File: config.mk
export PLATFORM = sky130hd
export DESIGN_NAME = serial_nibble_adder
export DESIGN_NICKNAME = d
export VERILOG_FILES = /design/src/rtl/serial_nibble_adder.sv
export SDC_FILE = /design/constraint.sdc
export NUM_CORES = 1
export LEC_CHECK = 0
export BUFFER_PORTS_ARGS = -buffer_cell sky130_fd_sc_hd__buf_2
export CELL_PAD_IN_SITES_DETAIL_PLACEMENT = 1
export CELL_PAD_IN_SITES_GLOBAL_PLACEMENT = 1
export CORE_MARGIN = 5
export CORE_UTILIZATION = 44
export DETAILED_ROUTE_END_ITERATION = 7
export GPL_TIMING_DRIVEN = 0
export PLACE_DENSITY = 0.94
export SYNTH_ARGS = -nofsm -noshare
export SYNTH_HDL_FRONTEND = slang
export SYNTH_HIERARCHICAL = 1
export SYNTH_SLANG_ARGS = --single-unit
File: constraint.sdc
create_clock -name clk -period 8.9 [get_ports clk]
set_input_delay 0.445 -clock clk [delete_from_list [all_inputs] [get_ports clk]]
set_output_delay 0.445 -clock clk [all_outputs]
set_load 0.02 [all_outputs]
File: src/rtl/serial_nibble_adder.sv
// Multi-cycle WIDTH-bit adder: one nibble per clock through a single 4-bit carry-select slice.
// WIDTH must be a multiple of 4 and at least 4. Define SERIAL_NIBBLE_ADDER_SUB_EN to enable subtraction.

module carry_select_block (
    input  logic [3:0] a_i,
    input  logic [3:0] b_i,
    input  logic       cin_i,
    output logic [3:0] sum_o,
    output logic       cout_o
);
    logic [4:0] r0;
    logic [4:0] r1;

    // Both carry hypotheses are computed in parallel; cin only steers the final mux.
    always_comb begin
        r0     = {1'b0, a_i} + {1'b0, b_i};
        r1     = {1'b0, a_i} + {1'b0, b_i} + 5'd1;
        sum_o  = cin_i ? r1[3:0] : r0[3:0];
        cout_o = cin_i ? r1[4]   : r0[4];
    end
endmodule

module serial_nibble_adder #(
    parameter int WIDTH = 16
) (
    input  logic             clk,
    input  logic             rst,
    input  logic             in_valid,
    output logic             in_ready,
    input  logic [WIDTH-1:0] a,
    input  logic [WIDTH-1:0] b,
    input  logic             cin,
    input  logic             sub,
    output logic             out_valid,
    input  logic             out_ready,
    output logic [WIDTH-1:0] sum,
    output logic             cout,
    output logic             overflow
);
    localparam int NIB   = WIDTH / 4;
    localparam int IDX_W = (NIB > 1) ? $clog2(NIB) : 1;
    localparam int MSB   = WIDTH - 1;

    typedef enum logic [1:0] {IDLE, RUN, DONE} state_t;

    state_t           state_q;
    logic [IDX_W-1:0] idx_q;
    logic [WIDTH-1:0] a_q;
    logic [WIDTH-1:0] b_q;
    logic [WIDTH-1:0] sum_q;
    logic             carry_q;
    logic             ovf_q;
    logic             in_ready_q;
    logic             out_valid_q;

    logic [WIDTH-1:0] b_d;
    logic             carry_d;
    logic [3:0]       a_nib;
    logic [3:0]       b_nib;
    logic [3:0]       slice_sum;
    logic             slice_cout;
    logic             last_nib;

`ifdef SERIAL_NIBBLE_ADDER_SUB_EN
    // a - b as a + ~b + 1; cin is ignored when subtracting.
    always_comb begin
        b_d     = sub ? ~b : b;
        carry_d = sub ? 1'b1 : cin;
    end
`else
    logic unused_sub;
    assign unused_sub = sub;

    always_comb begin
        b_d     = b;
        carry_d = cin;
    end
`endif

    always_comb begin
        a_nib    = a_q[4*idx_q +: 4];
        b_nib    = b_q[4*idx_q +: 4];
        last_nib = (idx_q == IDX_W'(NIB - 1));
    end

    carry_select_block u_slice (
        .a_i    (a_nib),
        .b_i    (b_nib),
        .cin_i  (carry_q),
        .sum_o  (slice_sum),
        .cout_o (slice_cout)
    );

    always_ff @(posedge clk) begin
        if (rst) begin
            state_q     <= IDLE;
            idx_q       <= '0;
            a_q         <= '0;
            b_q         <= '0;
            sum_q       <= '0;
            carry_q     <= 1'b0;
            ovf_q       <= 1'b0;
            in_ready_q  <= 1'b1;
            out_valid_q <= 1'b0;
        end else begin
            case (state_q)
                IDLE: begin
                    if (in_valid && in_ready_q) begin
                        a_q        <= a;
                        b_q        <= b_d;
                        carry_q    <= carry_d;
                        sum_q      <= '0;
                        idx_q      <= '0;
                        ovf_q      <= 1'b0;
                        in_ready_q <= 1'b0;
                        state_q    <= RUN;
                    end
                end
                RUN: begin
                    sum_q[4*idx_q +: 4] <= slice_sum;
                    carry_q             <= slice_cout;
                    if (last_nib) begin
                        // The last slice produces the result MSB, so overflow is resolved here.
                        ovf_q       <= (a_q[MSB] == b_q[MSB]) && (slice_sum[3] != a_q[MSB]);
                        out_valid_q <= 1'b1;
                        state_q     <= DONE;
                    end else begin
                        idx_q <= idx_q + IDX_W'(1);
                    end
                end
                DONE: begin
                    if (out_ready) begin
                        out_valid_q <= 1'b0;
                        in_ready_q  <= 1'b1;
                        state_q     <= IDLE;
                    end
                end
                default: begin
                    state_q     <= IDLE;
                    in_ready_q  <= 1'b1;
                    out_valid_q <= 1'b0;
                end
            endcase
        end
    end

    assign in_ready  = in_ready_q;
    assign out_valid = out_valid_q;
    assign sum       = sum_q;
    assign cout      = carry_q;
    assign overflow  = ovf_q;
endmodule

# Yosys cells after proc, flatten, opt, wreduce, memory -nomap -nowiden
# Cells that the tools add are included.
[word_totals] register_bits=56
[op_classes] n_addsub=4 n_eq_ne=9 n_shift=4 mux=22 bitwise=2 reduce_logical=11
[op_table] cell="$neg 4->34" n=1
[op_table] cell="$shift 4x34->16 const A" n=1
[op_table] cell="$shiftx 4x34->16" n=1
[op_table] cell="$pmux 16 s2" n=1
[op_table] cell="$shiftx 16x5->4" n=2
[op_table] cell="$bwmux 16" n=1
[op_table] cell="$mux 16" n=1
[op_table] cell="$reduce_and 3->1" n=5
[op_table] cell="$mux 2" n=5
[op_table] cell="$ne 2x2->1 const B" n=4
[op_table] cell="$mux 1" n=7
[op_table] cell="$pmux 1 s3" n=2
[op_table] cell="$pmux 2 s3" n=1
[op_table] cell="$add 4x4->5" n=1
[op_table] cell="$add 5x1->5 const B" n=1
[op_table] cell="$eq 2x2->1 const B" n=2
[op_table] cell="$mux 4" n=1
[op_table] cell="$pmux 1 s2" n=2
[op_table] cell="$pmux 2 s2" n=1
[op_table] cell="$reduce_and 2->1" n=2
[op_table] cell="$add 2x1->2 const B" n=1
[op_table] cell="$eq 2x1->1 const B" n=1
[op_table] cell="$logic_and 1x1->1" n=2
[op_table] cell="$logic_not 2->1" n=1
[op_table] cell="4 further kinds" n=5

# Longest topological paths before layout
# Gate-level depths: netlist of run 1.
[logic_depth] ltp_word=8 ltp_mapped=11 mapped_depth_nobuf=10

# By module
# The synthesis of run 1 kept the hierarchy.
[modules_own_cells] module="serial_nibble_adder" n_inst=1 cells_each=268 area_per_inst_um2=2432.3
[modules_own_cells] module="carry_select_block" n_inst=1 cells_each=25 area_per_inst_um2=242.7

# Least setup slack after synthesis of run 1
# OpenSTA, ideal clock, no wires.
[synth_path] path_type="register to register" start="register idx_q[0]" end="register ovf_q (netlist: overflow)" setup_ns=0.070 arrival_ns=3.212 required_time_ns=8.830 setup_slack_ns=5.618 path_stages_with_launch=11 n_path_buf=1 period_less_slack_ns=3.282 cell_sequence="dfxtp_1 buf_2 mux4_2 ha_1 fa_1 xor2_2 nand4_1 xnor2_1 or3b_2 a21o_1 a21oi_1"
[synth_via] elab_chain_len=8 word_cells_on_any_way=12 classes_between="add/sub (2); eq/ne (3); shift (2); mux (3); reduce/logical (2)"
[synth_lines] item="from (decl)" line_no="47" rtl="logic [IDX_W-1:0] idx_q;"
[synth_lines] item="from (signal assigned)" line_no="128" rtl="idx_q <= idx_q + IDX_W'(1);"
[synth_lines] item="$shiftx 16x5->4 (*)" line_no="81" rtl="a_nib = a_q[4*idx_q +: 4];"
[synth_lines] item="net a_nib[0]" line_no="58" rtl="logic [3:0] a_nib;"
[synth_lines] item="$add 4x4->5 (*)" line_no="16, 17"
[synth_lines] item="$add 5x1->5" line_no="17" rtl="r1 = {1'b0, a_i} + {1'b0, b_i} + 5'd1;"
[synth_lines] item="$mux 4 (*)" line_no="18" rtl="sum_o = cin_i ? r1[3:0] : r0[3:0];"
[synth_lines] item="net slice_sum[3]" line_no="60" rtl="logic [3:0] slice_sum;"
[synth_lines] item="$ne 1x1->1 (*)" line_no="124" rtl="ovf_q <= (a_q[MSB] == b_q[MSB]) && (slice_sum[3] != a_q[MSB]);"
[synth_lines] item="$logic_and 1x1->1 (*)" line_no="124"
[synth_lines] item="$mux 1 (*)" line_no="122" rtl="if (last_nib) begin"
[synth_lines] item="$pmux 1 s2 (*)" line_no="106" rtl="case (state_q)"
[synth_lines] item="to (signal assigned)" line_no="124"
[synth_lines] item="to (decl)" line_no="52" rtl="logic ovf_q;"
# Mark *: on every way through the listed nets, which the timed path passes. The rest lies on a longest branch. The select of a mux whose other input is x is not followed.
# A chain may end at the register's enable or synchronous reset.

# Final worst setup path of run 1
[layout_path] start="register idx_q[0]" end="register ovf_q (netlist: overflow)"
[layout_via] elab_chain_len=8 word_cells_on_any_way=12 classes_between="add/sub (2); eq/ne (3); shift (2); mux (3); reduce/logical (2)"
[layout_lines] item="$shiftx 16x5->4 (*)" line_no="82" rtl="b_nib = b_q[4*idx_q +: 4];"
[layout_lines] item="net b_nib[0]" line_no="59" rtl="logic [3:0] b_nib;"
[layout_lines] item="$add 4x4->5 (*)" line_no="16, 17"
[layout_lines] item="$add 5x1->5" line_no="17"
[layout_lines] item="$mux 4 (*)" line_no="18"
[layout_lines] item="net slice_sum[3]" line_no="60"
[layout_lines] item="$ne 1x1->1 (*)" line_no="124"
[layout_lines] item="$logic_and 1x1->1 (*)" line_no="124"
[layout_lines] item="$mux 1 (*)" line_no="122"
[layout_lines] item="$pmux 1 s2 (*)" line_no="106"
# Marks and branches as above.

==> run summary, run 1 <==
The flow ran to the end, and the final reports show no timing, DRC or antenna violations. Setup repair after global routing left no endpoint under its margin. At the end of routability-driven placement, the weighted congestion stood at 0.8338.

The synthesized netlist net count is 343, and the remaining antenna violation count after routing is 0. IR analysis of the VDD net gives a maximum drop of 0.0001173 V. The Yosys step of the flow raised 6 warnings. The first global-routing pass estimated 12.43 mm of wire. Clock tree synthesis found a total of 56 sinks. The logs give 88 for the number of violations reported at the end of detailed-routing iteration 0 and 406 for the number of nets in the final layout. The tools report the number of max-capacitance violations reported as 0.

STA puts the critical path data required time at 9150 ps. After detailed routing, the average wire length per cell comes to 17.53 um. The DRC violation count after routing was 0. The die is 87.97 um wide.

Total I/O pin count: 58. The path type of the worst setup path is reg2reg. The starting density of the core was 0.4518; the largest net degree at the start of global routing was 18.

Summed over all cells, the static leakage comes to 1.324 nW. Total of flip-flops plus latches after synthesis: 56. The post-route core utilization came out at 0.5313. Leaving out filler cells and counting taps, the final layout contains 432. After technology mapping, the gate count stands at 293.

The fraction of synthesis flops using an asynchronous set or reset pin was 0. In this run, post-CTS repair resized a total of 0 instances. The average footprint of a synthesized cell is 9.130 um^2.

Port buffering added 56 buffers. The via count of the first global-routing pass was 2562; the total track usage was 0.2107. The switching portion of total power was 0.2935; the share of the clock period used by the worst path was 0.4368. Setup total negative slack on the finished layout was measured at 0 ps. The wire-length estimate of the detail-placed layout is 5.778 mm. TritonCTS built the clock tree.

The run gives 0 as the number of antenna violations at the first check in global routing. At the worst endpoint, the arrival time is 4140 ps. The critical path endpoint category is a register. The tools report the final count of hold timing violations as 0. The longest individual stage delay on the worst path came out at 580 ps. The tools report the number of placement rows as 28. The filler cells instantiated in the layout total 738. Along the worst path, the maximum fanout reaches 10. The slew at the pin closest to its max-slew limit is 578.7 ps.

The number of setup buffers added after CTS is 0. The proportion of power drawn by the clock network came out at 0.286. The relative area change from synthesis to final layout is 17.59%, and the power density over the cells is 166.2 mW/mm^2. Derived from the worst setup path, the maximum achievable clock frequency is 0.2573 GHz.

The floorplan step set the die height to 87.97 um. Internal power comes to 369.3 uW. The maximum clock skew at final layout is 5.350 ps. In this run the number of H-tree levels came out at 2. After synthesis the cells add up to 0.002675 mm^2. The run gives 0.519 as the share of power burned in registers. The tools report the launching element type of the critical path as a register.

Class of the worst hold path: in2reg. The number of hold buffers added after CTS was 0. For this run, the leading register cell type out of synthesis is dfxtp_1. The worst-path cell with the longest stage delay is mux4_2. Hold timing on the final database bottoms out at a slack of 358.2 ps. The later pin in the worst-skew pair is clocked with a latency of 320 ps. The count of antenna diodes in the layout was 0; the full die area was 0.007739 mm^2. The run gives 0.005921 mm^2 as the placeable core region.

The routed layout has 2345 vias. The clock root buffer master was clkbuf_8. The share of total power in combinational logic was 0.196; the clock transition at the register clock pins on the worst setup and hold paths after CTS was 100 ps. The logs give 0 for the max-slew violation count and 0 for the total setup violations reported at the end of the flow. The tools report the tightest slew margin relative to the limit as 0.6142.

For this design the total switching power over the nets is 153.4 uW. The total wire length was 7.575 mm. Clock tree synthesis inserted a total of 5 buffers.

Fraction of the yosys area taken by sequential cells: 0.4191. The global-route congestion overflow total was 0; the detail-routed via count per cell was 5.428. Before antenna repair, the detailed router went through 4 iterations. The unique cell type count in the Yosys netlist is 50. The signal on the critical path passes through buf_2, mux4_2, ha_1, fa_1, xor2_2, nand4_1, xnor2_1, or3b_2, a21o_1, a21oi_1. The number of synthesized flops with an enable pin was 0. The fraction of layout instances using a drive strength above 1 is 0.2773, and the clock period minus worst slack is 3887 ps. The clock passes through at most 2 buffers.

Including well taps, the total number of placed cells is 424. The tools report the overall power consumption as 522.7 uW.
-- placed cells by master (no fill, tap or decap), drive strengths merged, types with 2 or more instances in the layout --
| cell | netlist | routed |
|---|---|---|
| a22o | 8 | 8 |
| a21oi | 40 | 40 |
| and4bb | 2 | 2 |
| xnor2 | 2 | 2 |
| and3 | 2 | 2 |
| nand2 | 67 | 67 |
| nand3 | 5 | 5 |
| nor2b | 6 | 6 |
| buf | 13 | 69 |
| o2bb2ai | 4 | 4 |
| or3b | 3 | 3 |
| a21o | 7 | 7 |
| nor3 | 2 | 2 |
| nand4 | 2 | 2 |
| ha | 11 | 11 |
| mux4 | 8 | 8 |
| clkbuf | 5 | 11 |
| nand2b | 5 | 5 |
| dfxtp | 56 | 56 |
| inv | 11 | 12 |
| xor2 | 2 | 2 |
| nor2 | 4 | 4 |
| nand3b | 3 | 3 |
| o21ai | 7 | 7 |
-- cells in the mapped netlist (2+ instances only) --
cell | count | area share
nand2_1 | 67 | 0.094
dfxtp_1 | 56 | 0.42
a21oi_1 | 40 | 0.075
ha_1 | 11 | 0.051
inv_1 | 11 | 0.015
buf_2 | 9 | 0.017
a22o_1 | 8 | 0.026
mux4_2 | 8 | 0.067
a21o_1 | 6 | 0.017
nor2b_1 | 6 | 0.014
clkbuf_1 | 5 | 0.0070
nand2b_1 | 5 | 0.012
nand3_1 | 5 | 0.0094
nor2_1 | 4 | 0.0056
o21ai_0 | 4 | 0.0075
o2bb2ai_1 | 4 | 0.013
buf_4 | 3 | 0.0084
nand3b_1 | 3 | 0.0084
o21ai_1 | 3 | 0.0056
and4bb_2 | 2 | 0.0094
nand4_1 | 2 | 0.0047
or3b_2 | 2 | 0.0065
xnor2_1 | 2 | 0.0065
-- power groups by stage --
stage | logic, mW | registers (mW) | clock network [mW]
floorplan | 0.0683 | 0.276 | 0
global placement | 0.0948 | 0.276 | 0
detailed placement | 0.101 | 0.277 | 0
CTS | 0.103 | 0.271 | 0.153
global route | 0.113 | 0.273 | 0.162
finish | 0.102 | 0.271 | 0.149
-- through the flow --
stage               area, um^2  setup slack, ps
global placement          3049             5315
floorplan                 2675             5618
CTS                       3146             5017
detailed placement        3049             5157
finish                    3146             5013
global route              3146             4865
-- worst max-delay path: cells and delay by family, from the launching register on --
kind	cells	cell delay (ps)
and+or+nand+nor	2	660
buffers and inverters	1	380
DFF	1	570
adders and majority gates	2	740
xor gates and xnor gates	2	590
muxes	1	580
AOI/OAI and AO/OA	2	290
-- worst paths after layout --
check / from / to / slack (ps) / cells after the start
max: idx_q[0]$_SDFFE_PP0P_ / overflow$_SDFFE_PP0P_ / 5010 / 10
min: a[8] / a_q[8]$_SDFFE_PP0P_ / 360 / 3
max reg2reg: idx_q[0]$_SDFFE_PP0P_ / overflow$_SDFFE_PP0P_ / 5010 / 10
min reg2reg: b_q[0]$_SDFFE_PP0P_ / b_q[0]$_SDFFE_PP0P_ / 460 / 2
-- kinds of logic after synthesis --
family | after synthesis | share of synthesized area
AOI/OAI and AO/OA | 76 | 0.1801
xor gates and xnor gates | 4 | 0.01591
adders and majority gates | 12 | 0.05893
buffers and inverters | 29 | 0.05192
DFF | 56 | 0.4191
muxes | 9 | 0.07156
and+or+nand+nor | 107 | 0.2025
-- registers in the layout, indices dropped and copies added (netlist names) --
register / flops
a_q: 16
state_q: 2
overflow: 1
out_valid: 1
sum: 16
b_q: 16
idx_q: 2
cout: 1
in_ready: 1
-- routing by layer --
layer	vias up	wire length, um	GRT usage
met5	-	0	0
met4	0	245	0.08926
met3	21	343	0.04045
met2	62	3922	0.3884
met1	1117	3063	0.2345
li1	1145	-	-
-- cell type report --
cell class,count,area [um^2],area share
repair buffers,56,280.3,0.08910
clock buffers,6,82.58,0.02625
plain buffers,18,97.59,0.03103
multi-input cells,208,1415,0.4499
well taps,75,93.84,0.02983
clock inverters,2,13.76,0.004375
flip-flops and latches,56,1121,0.3564
inverters,11,41.29,0.01313
Note: power is estimated with default switching activity, not from simulation.
==> run 2, diff against run 1 <==
--- a/config.mk
+++ b/config.mk
@@ -9,10 +9,10 @@
 export CELL_PAD_IN_SITES_DETAIL_PLACEMENT = 1
 export CELL_PAD_IN_SITES_GLOBAL_PLACEMENT = 1
 export CORE_MARGIN = 5
-export CORE_UTILIZATION = 44
+export CORE_UTILIZATION = 40
 export DETAILED_ROUTE_END_ITERATION = 7
 export GPL_TIMING_DRIVEN = 0
-export PLACE_DENSITY = 0.94
+export PLACE_DENSITY = 0.87
 export SYNTH_ARGS = -nofsm -noshare
 export SYNTH_HDL_FRONTEND = slang
 export SYNTH_HIERARCHICAL = 1
==> constraint.sdc (replaced) <==
create_clock -name clk -period 3.7 [get_ports clk]
set_input_delay 0.185 -clock clk [delete_from_list [all_inputs] [get_ports clk]]
set_output_delay 0.185 -clock clk [all_outputs]
set_load 0.02 [all_outputs]
==> run 2 against run 1 <==
  * Clock skew grew 0.77 ps
  * Register-to-register slack lost 4900 ps
  * Hold slack lost 260 ps
  * Core utilization shrank 3.9 points
  * Total power grew 140%
  * Critical path type unchanged
  * Critical endpoint unchanged
==> run summary, run 2 (synthesized netlist as in run 1, its figures left out) <==
The H-tree generated during clock tree synthesis spans 2 levels. TritonCTS built the clock tree. The top cell types in the final layout, fill and taps aside, are nand2_1 (67), buf_2 (64), dfxtp_1 (55). The vertical die dimension was 91.78 um; the max-slew violation count was 0. Data arrives at the worst endpoint at 3860 ps.

The DRC violation count after routing is 0, and the leakage power total is 1.336 nW. Maximum clock skew at final layout: 6.122 ps. The largest fanout of any net on the critical path came out at 10. The commonest non-fill, non-tap cell in the layout was nand2_1. The run gives 0.3214 as the met2 routing resource usage after global routing. Data on the critical path is required at its endpoint by 3950 ps. For this run, the slowest stage of the critical path takes 550 ps. The power density over the cells was 394.4 mW/mm^2. The run gives 17 as the largest net degree at the start of global routing. The first-pass GRT wire length came out at 12.42 mm. IR analysis of the VDD net gives a maximum drop of 0.0001307 V. The number of antenna violations at the first check in global routing was 0; the routed length per instance was 17.07 um. The core region is 0.006422 mm^2. The kind of cell with the highest combined delay on the critical path was adder cells. In this run the clock root is driven by a clkbuf_8. The clock reaches the later pin of the worst-skew pair after 320 ps. For the post-route core utilization, the log shows 0.4921. The relative area change from synthesis to final layout came out at 18.15%. The share of the clock period used by the worst path came out at 0.9761.

Row generation in the floorplan step produced 29 rows. Input and output buffers added on the ports amount to 56. The class of the worst hold path is in2reg. The half-perimeter wire length of the detailed placement result was 5.515 mm. The floorplan step defined a die boundary enclosing 0.008424 mm^2. The run gives 0.2196 as the met1 track demand over resource. The launching element type of the critical path is a register. The number of setup buffers added after CTS is 0.

The final count of hold timing violations came out at 0. The count of antenna diodes in the layout was 0; the total of hold buffers inserted after clock tree synthesis was 0. In the final timing run, aggregate negative setup slack is 0 ps. The logs give 2361 for the total number of vias and 102 for the number of violations reported at the end of detailed-routing iteration 0.

For the overall power consumption, the log shows 1.247 mW. The routed design has 7.407 mm of wire. The fraction of layout instances using a drive strength above 1 is 0.2857. The via count of the first global-routing pass came out at 2591. The flow ran to the end, and the final reports show no timing, DRC or antenna violations. Worst-path cell with the longest stage delay: mux4_2.

The number of nets in the final layout was 406. Gates resized during post-CTS repair numbered 2. Total track usage: 0.1822. For the tightest slew margin relative to the limit, the log shows 0.6523.

The floorplan step set the die width to 91.78 um. For the first-pass iteration count of the detailed router, the log shows 6. The highest-utilization routing layer at the global route stage was met2. Critical path endpoint category: a register. No sink is reached through more buffers than the 2 on the longest clock path. The congestion estimate from routability-driven global placement came to 0.7820. In this run the count of I/O pins placed on the die edge is 58.

Across the run, the number of max-cap violations was 0. The signal on the critical path passes through buf_6, mux4_2, ha_1, fa_1, xor2_2, nand4_1, xnor2_2, or3b_2, a21o_1, a21oi_1. For the remaining antenna violation count after routing, the log shows 0. At the pin with the least slew margin, the transition time is 517.3 ps. After layout, the minimum clock period comes to 3611 ps.

The critical path is of the reg2reg type. Setup violations remaining at the end of the flow were counted as 0. Clock-pin slew was measured on the worst setup and hold paths at 100 ps.

The run gives 0.03928 as the global-route track usage on met3. The number of buffer and inverter instances along the worst setup path works out to 1. Derived from the worst setup path, the maximum achievable clock frequency is 0.2769 GHz. The detail-routed via count per cell works out to 5.440. After global routing the overflow that remains totals 0. The total number of clock tree sinks is 56, and the starting density of the core is 0.4165.

The run gives 5 as the total clock buffers created by CTS. Setup repair after global routing left no endpoint under its margin.
run 2: changes by cell type in the layout (fill, tap and decap cells not counted), sizes merged:
cell    change
inv         -1
clkinv      +1
run 2: tightest hold or removal path: stages:
cell	delay, ps
buf_2	100
nand2_1	50
a21oi_1	50
run 2: metrics by stage:
stage	setup slack (ps)	hold slack (ps)	instance area, um^2	cells
after floorplan	417.8	321.0	2675	293
after global placement	32.20	429.7	3052	426
after detailed placement	-92.05	435.0	3052	426
after CTS	65.72	99.02	3148	434
after global routing	1.369	99.48	3161	434
final	88.54	98.28	3161	434
run 2: cell type report:
type / count / area [um^2]
plain buffers: 18 / 105.1
clock buffers: 6 / 82.58
clock inverters: 2 / 10.01
fillers: 788 / 3262
inverters: 11 / 41.29
multi-input cells: 208 / 1423
flip-flops and latches: 56 / 1122
well taps: 77 / 96.34
repair buffers: 56 / 280.3
run 2: routing by layer:
metal	part of all wire	vias to the layer above	wire, um
li1	-	1143	-
met1	0.44	1144	3232
met2	0.50	62	3696
met3	0.049	12	363
met4	0.016	0	115
met5	0	-	0
run 2: final timing paths:
check,startpoint,endpoint,slack (ps),depth (start not counted)
worst max-delay path,idx_q[0]$_SDFFE_PP0P_,overflow$_SDFFE_PP0P_,90,10
worst min register to register,b_q[9]$_SDFFE_PP0P_,b_q[9]$_SDFFE_PP0P_,460,2
worst min-delay path,b[12],b_q[12]$_SDFFE_PP0P_,100,3
worst max register to register,idx_q[0]$_SDFFE_PP0P_,overflow$_SDFFE_PP0P_,90,10
run 2: where the power goes:
part	total [mW]	leakage [nW]	internal, mW	switching [mW]
sequential	0.653	0.457	0.632	0.0208
combinational	0.246	0.829	0.106	0.140
clock	0.348	0.0510	0.150	0.198
